==> src/rtl/rv32i_lsu_ctrl.sv <==
// rv32i_lsu_ctrl: RV32I load/store controller turning decoded requests into word-aligned
// memory transactions with load extension, exception reporting and a response timeout.
module rv32i_lsu_ctrl #(
    parameter int unsigned TIMEOUT_CYCLES = 255
) (
    input  logic        clk,
    input  logic        rst_n,
    input  logic        req_valid,
    output logic        req_ready,
    input  logic [6:0]  req_opcode,
    input  logic [2:0]  req_funct3,
    input  logic [31:0] req_base,
    input  logic [11:0] req_imm,
    input  logic [31:0] req_wdata,
    input  logic [4:0]  req_rd,
    output logic        mem_req_valid,
    input  logic        mem_req_ready,
    output logic [31:0] mem_addr,
    output logic        mem_we,
    output logic [3:0]  mem_be,
    output logic [31:0] mem_wdata,
    input  logic        mem_rsp_valid,
    input  logic [31:0] mem_rdata,
    input  logic        mem_rsp_err,
    output logic        wb_valid,
    output logic [4:0]  wb_rd,
    output logic [31:0] wb_data,
    output logic        done_valid,
    output logic        exc_valid,
    output logic [3:0]  exc_cause,
    output logic [31:0] exc_addr,
    output logic        busy
);
    typedef enum logic [1:0] {IDLE, ISSUE, WAIT, RESP} state_t;
    localparam int CW = TIMEOUT_CYCLES > 1 ? $clog2(TIMEOUT_CYCLES) : 1;
    localparam logic [CW-1:0] CNT_LAST = CW'(TIMEOUT_CYCLES == 0 ? 0 : TIMEOUT_CYCLES - 1);
    state_t state_q, state_d;
    logic [CW-1:0] cnt_q, cnt_d;
    logic [31:0] ea_q, ea_d, wd_q, wd_d;
    logic [2:0] f3_q, f3_d;
    logic [4:0] rd_q, rd_d;
    logic [3:0] cause_q, cause_d;
    logic store_q, store_d, exc_q, exc_d;
    logic req_ready_q, busy_q, mem_req_valid_q, mem_we_q, wb_valid_q, done_valid_q, exc_valid_q;
    logic [31:0] mem_addr_q, mem_wdata_q, wb_data_q, exc_addr_q;
    logic [3:0] mem_be_q, exc_cause_q;
    logic [4:0] wb_rd_q;
    logic [31:0] req_ea, ld_d, ld_ext, st_data;
    logic is_ld, is_st, legal, misal, issue_n, resp_n, wb_n;
    logic [3:0] be_n;
    assign req_ea  = req_base + {{20{req_imm[11]}}, req_imm};
    assign is_ld   = req_opcode == 7'b0000011;
    assign is_st   = req_opcode == 7'b0100011;
    assign legal   = (is_ld && (req_funct3 inside {3'b000, 3'b001, 3'b010, 3'b100, 3'b101}))
                  || (is_st && (req_funct3 inside {3'b000, 3'b001, 3'b010}));
    assign misal   = (req_funct3[1:0] == 2'b01 && req_ea[0]) || (req_funct3[1:0] == 2'b10 && req_ea[1:0] != 2'b00);
    always_comb begin
        state_d = state_q;
        cnt_d   = '0;
        ea_d    = ea_q;
        wd_d    = wd_q;
        f3_d    = f3_q;
        rd_d    = rd_q;
        store_d = store_q;
        exc_d   = exc_q;
        cause_d = cause_q;
        case (state_q)
            IDLE: if (req_valid && req_ready_q) begin
                ea_d    = req_ea;
                wd_d    = req_wdata;
                f3_d    = req_funct3;
                rd_d    = req_rd;
                store_d = is_st;
                exc_d   = !legal || misal;
                cause_d = !legal ? 4'd2 : is_st ? 4'd6 : 4'd4;
                state_d = exc_d ? RESP : ISSUE;
            end
            ISSUE: state_d = mem_req_ready ? WAIT : ISSUE;
            WAIT: if (mem_rsp_valid) begin
                state_d = RESP;
                exc_d   = mem_rsp_err;
                cause_d = store_q ? 4'd7 : 4'd5;
            end else if (TIMEOUT_CYCLES != 0 && cnt_q == CNT_LAST) begin
                state_d = RESP;
                exc_d   = 1'b1;
                cause_d = store_q ? 4'd7 : 4'd5;
            end else begin
                cnt_d = cnt_q + 1'b1;
            end
            RESP: state_d = IDLE;
            default: state_d = IDLE;
        endcase
    end
    // Outputs are registered from next-state values so they line up with the state they describe.
    assign issue_n = state_d == ISSUE;
    assign resp_n  = state_d == RESP;
    assign wb_n    = resp_n && !exc_d && !store_d && rd_d != 5'd0;
    assign be_n    = f3_d[1:0] == 2'b00 ? 4'b0001 << ea_d[1:0] : f3_d[1:0] == 2'b01 ? 4'b0011 << ea_d[1:0] : 4'b1111;
    assign st_data = f3_d[1:0] == 2'b00 ? {4{wd_d[7:0]}} : f3_d[1:0] == 2'b01 ? {2{wd_d[15:0]}} : wd_d;
    assign ld_d    = mem_rdata >> {ea_d[1:0], 3'b000};
    assign ld_ext  = f3_d == 3'b000 ? {{24{ld_d[7]}}, ld_d[7:0]}
                   : f3_d == 3'b100 ? {24'd0, ld_d[7:0]}
                   : f3_d == 3'b001 ? {{16{ld_d[15]}}, ld_d[15:0]}
                   : f3_d == 3'b101 ? {16'd0, ld_d[15:0]} : ld_d;
    always_ff @(posedge clk or negedge rst_n) begin
        if (!rst_n) begin
            state_q         <= IDLE;
            cnt_q           <= '0;
            ea_q            <= '0;
            wd_q            <= '0;
            f3_q            <= '0;
            rd_q            <= '0;
            store_q         <= 1'b0;
            exc_q           <= 1'b0;
            cause_q         <= '0;
            req_ready_q     <= 1'b0;
            busy_q          <= 1'b0;
            mem_req_valid_q <= 1'b0;
            mem_addr_q      <= '0;
            mem_we_q        <= 1'b0;
            mem_be_q        <= '0;
            mem_wdata_q     <= '0;
            wb_valid_q      <= 1'b0;
            wb_rd_q         <= '0;
            wb_data_q       <= '0;
            done_valid_q    <= 1'b0;
            exc_valid_q     <= 1'b0;
            exc_cause_q     <= '0;
            exc_addr_q      <= '0;
        end else begin
            state_q         <= state_d;
            cnt_q           <= cnt_d;
            ea_q            <= ea_d;
            wd_q            <= wd_d;
            f3_q            <= f3_d;
            rd_q            <= rd_d;
            store_q         <= store_d;
            exc_q           <= exc_d;
            cause_q         <= cause_d;
            req_ready_q     <= state_d == IDLE;
            busy_q          <= state_d != IDLE;
            mem_req_valid_q <= issue_n;
            mem_addr_q      <= issue_n ? {ea_d[31:2], 2'b00} : 32'd0;
            mem_we_q        <= issue_n && store_d;
            mem_be_q        <= issue_n ? be_n : 4'd0;
            mem_wdata_q     <= issue_n && store_d ? st_data : 32'd0;
            wb_valid_q      <= wb_n;
            wb_rd_q         <= wb_n ? rd_d : 5'd0;
            wb_data_q       <= wb_n ? ld_ext : 32'd0;
            done_valid_q    <= resp_n;
            exc_valid_q     <= resp_n && exc_d;
            exc_cause_q     <= resp_n && exc_d ? cause_d : 4'd0;
            exc_addr_q      <= resp_n && exc_d ? ea_d : 32'd0;
        end
    end
    assign req_ready     = req_ready_q;
    assign busy          = busy_q;
    assign mem_req_valid = mem_req_valid_q;
    assign mem_addr      = mem_addr_q;
    assign mem_we        = mem_we_q;
    assign mem_be        = mem_be_q;
    assign mem_wdata     = mem_wdata_q;
    assign wb_valid      = wb_valid_q;
    assign wb_rd         = wb_rd_q;
    assign wb_data       = wb_data_q;
    assign done_valid    = done_valid_q;
    assign exc_valid     = exc_valid_q;
    assign exc_cause     = exc_cause_q;
    assign exc_addr      = exc_addr_q;
endmodule

==> config.mk <==
export PLATFORM = sky130hd
export DESIGN_NAME = rv32i_lsu_ctrl
export DESIGN_NICKNAME = d
export VERILOG_FILES = /design/src/rtl/rv32i_lsu_ctrl.sv
export SDC_FILE = /design/constraint.sdc
export NUM_CORES = 1
export LEC_CHECK = 0
export ABC_AREA = 0
export CORE_ASPECT_RATIO = 0.75
export CORE_MARGIN = 3
export CORE_UTILIZATION = 55
export DETAILED_ROUTE_END_ITERATION = 10
export DONT_BUFFER_PORTS = 1
export GPL_ROUTABILITY_DRIVEN = 1
export PLACE_DENSITY = 0.71
export SYNTH_ARGS = -nofsm -noshare
export SYNTH_HDL_FRONTEND = slang
export SYNTH_SLANG_ARGS = --single-unit
==> constraint.sdc <==
create_clock -name clk -period 5.3 [get_ports clk]
set_input_delay 1.06 -clock clk [delete_from_list [all_inputs] [get_ports clk]]
set_output_delay 1.06 -clock clk [all_outputs]
set_load 0.01 [all_outputs]
==> metrics.txt <==
RSZ-0062 raised after global routing=false; Die Ht=128 um; setup slack after layout=between 1 and 1.5 ns; most common flop cell mapped by yosys=dfrtp_1; top cell type's share of synthesized area=53.4%; number of enable flip-flop cells after synthesis=0; Top-Level Pins=between 200 and 300; 1st-pass router iterations=5; combinational fraction of design power=a little under a third; Psw=roughly 0.0023 W; Core ar.=~19,000 sq um; max-slew violations=0; # H-tree levels=1; setup_tns=0 ns; Post-CTS Resized=0; setup violators final=0; IO Port Bufs=0; CTS sink count=between 200 and 250; Clock transition at path regs=0.07 ns; worst vdd ir=0.352 mV; synthesized flop and latch total=approximately 230; synth warn=0; sequential cell area=5830 sq um; Vias/cell=around 5.9; Routed Antenna Nets=0; # hold bufs at CTS=0; data required time of the critical path=about 5.7 ns; Iteration-0 DRC Markers=between 700 and 800; final cycle utilization of the critical path=between 70% and 80%; routed via count=slightly above 8,000; Synth Instances=between 1,000 and 1,500; max cap viols=0; Sequential Power Share=roughly two fifths; CTS tree=yes; grt ovf=0; Synth area leaders=dfrtp_1, nand2_1, nor2_1, ha_1, a21oi_1; Worst setup SP type=primary input; status=finished clean; synth unique cells=between 60 and 70; Setup Skew=0.0183 ns; DRC viols=0; first-pass GRT wire length=about 44 mm; WL final=between 20 and 30 mm; initial antenna violation count=0; register-to-register setup slack=2.01 ns; P_int=just under 0.004 W; Clk Latency, worst-skew pair=approximately 0.52 ns; Mean Syn Cell Area=9.71 sq um; Die X=around 170 um; r2r worst-path depth=7; crit end category=register; Syn Std Cell Area=between 10,000 and 15,000 sq um; ANT cells=0; transition time of the tightest slew-check pin=roughly 1.1 ns; Fin Hold WS=approximately 0.23 ns; Max transition margin=about 22%; starting density of the core=57.5%; Placer Congestion=0.900; Final nets=1,277; CP Class=primary input to register; crit path DAT=4.17 ns; power share of the clock group=between 20% and 30%; P&R area growth vs syn=9.29%; Cell Pwr Density=~530 nW/um^2; Pleak=roughly 5.8 nW; area leader, netlist=dfrtp_1; all-layer global routing usage=between 20% and 30%; dpl ws=around 1.2 ns; row count=43; area of the multi-input gates=about 4700 sq um; fill cell count=1,637; share of cells above drive strength 1=7.19%; Fmax achieved=~0.26 GHz; pin count of the biggest net entering global routing=approximately 230; final hold viol count=0; critical path peak fanout=3; DP Wirelength=19.9 mm; vias in the first global route=7,842; CTS buffer count=23; min-delay worst type=primary input to async pin; async set-reset flop share out of synthesis=100%; min Tclk post-route=about 3.8 ns; clock tree buffer depth=3; sequential share of the synthesized area=a little over half; Avg WL per Cell=about 20 um; die area=between 20,000 and 25,000 sq um; switch share=between 30% and 40%; CTS root buffer=clkbuf_16; post-CTS setup buffer count=0
==> power by group through the flow <==
stage	Sequential [W]	Clock, W	Combinational (W)
finish	0.00254	0.00179	0.00195
global route	0.00259	0.00190	0.00219
CTS	0.00255	0.00182	0.00194
detailed placement	0.00258	0	0.00193
global placement	0.00257	0	0.00191
floorplan	0.00248	0	0.00152
==> worst paths after layout <==
kind	startpoint	to
min in group clk	wd_q[29]$_DFF_PN0_	wd_q[29]$_DFF_PN0_
min	rst_n	exc_addr[12]$_DFF_PN0_
max reg2reg	state_q[1]$_DFF_PN0_	wb_data[28]$_DFF_PN0_
max	req_base[0]	exc_addr[24]$_DFF_PN0_
min reg2reg	wd_q[29]$_DFF_PN0_	wd_q[29]$_DFF_PN0_
max in group asynchronous	rst_n	wb_data[23]$_DFF_PN0_
==> metrics by stage <==
stage / utilization [%] / cells / power [W] / area [sq um]
3_3_place_gp: 58.4 / 1332 / 0.00448 / 11100
6_report: 62.8 / 1374 / 0.00628 / 11900
2_1_floorplan: - / 1127 / 0.00400 / 10900
4_1_cts: 62.8 / 1374 / 0.00632 / 11900
5_1_grt: 62.8 / 1374 / 0.00668 / 11900
3_5_place_dp: 58.4 / 1332 / 0.00451 / 11100
==> synth_stat cells, drive strengths merged, types with 3 or more instances <==
| library cell | number |
|---|---|
| nor2 | 157 |
| nand2b | 5 |
| nand2 | 175 |
| buf | 23 |
| a21o | 14 |
| nand4 | 14 |
| o21a | 4 |
| o21bai | 3 |
| nor2b | 5 |
| o31ai | 5 |
| ha | 37 |
| o211ai | 9 |
| nand3 | 16 |
| a21oi | 89 |
| a31oi | 7 |
| inv | 50 |
| nor3 | 28 |
| mux2i | 38 |
| mux2 | 14 |
| a22oi | 3 |
| a221oi | 10 |
| xnor2 | 11 |
| a21boi | 5 |
| dfrtp | 233 |
| o21ai | 38 |
| or3 | 4 |
| and3 | 6 |
| xor2 | 13 |
| and2 | 11 |
| o22ai | 3 |
| a211oi | 34 |
| clkbuf | 30 |
==> layout make-up <==
cell class | count | area share (%)
clock buffers | 29 | 5.26
inverters | 50 | 1.57
clock inverters | 13 | 1.75
multi-input cells | 791 | 39.3
well taps | 247 | 2.59
flip-flops and latches | 233 | 48.8
repair buffers | 11 | 0.692
==> layout by cell type, fill, tap and decap left out, drive strengths merged, types with 3 or more instances in the layout <==
cell / count
mux2: 14
and3: 6
nand2: 175
nand2b: 5
o21bai: 3
a211oi: 34
nand4: 14
inv: 52
o22ai: 3
xnor2: 11
ha: 37
buf: 11
o21a: 4
xor2: 13
clkbuf: 29
o31ai: 5
a21oi: 89
nor2: 157
a21boi: 5
a22oi: 3
nor2b: 5
bufinv: 5
o21ai: 38
mux2i: 38
a31oi: 7
a21o: 14
nor3: 28
and2: 11
a221oi: 10
conb: 3
or3: 4
o211ai: 9
nand3: 16
clkinv: 6
dfrtp: 233
==> flip-flops by register name (all words and copies together) (netlist names), 2 cells and up <==
name / cells
mem_wdata: 32
wb_data: 32
exc_addr: 32
mem_addr: 30
ea_q: 32
mem_be: 4
state_q: 2
cause_q: 3
wb_rd: 5
wd_q: 32
cnt_q: 8
exc_cause: 4
rd_q: 5
f3_q: 3
==> worst max-delay path, stage by stage <==
cell	delay, ns
ha_1	0.18
inv_1	0.06
fa_1	0.36
and2b_1	0.24
o2111ai_1	0.19
a2111oi_0	1.05
nor2_1	0.17
o21ai_0	0.40
mux2i_1	0.33
a21oi_1	0.11
==> metal layers <==
metal	GRT usage, %	routed length (um)
met5	0	0
met4	7.50	732
met1	37.4	12800
met2	36.7	11900
met3	8.14	2730
==> cell families after synthesis <==
kind of cell | count (synthesis) | share of synthesized area [%]
compound gates | 240 | 14.0
xor+xnor | 24 | 1.92
fa+ha+maj | 38 | 4.42
buf+inv | 103 | 4.03
flops | 233 | 53.4
mux | 52 | 4.99
other cells | 1 | 0.0343
simple gates | 434 | 17.2
Power figures use the tool's default switching activity.
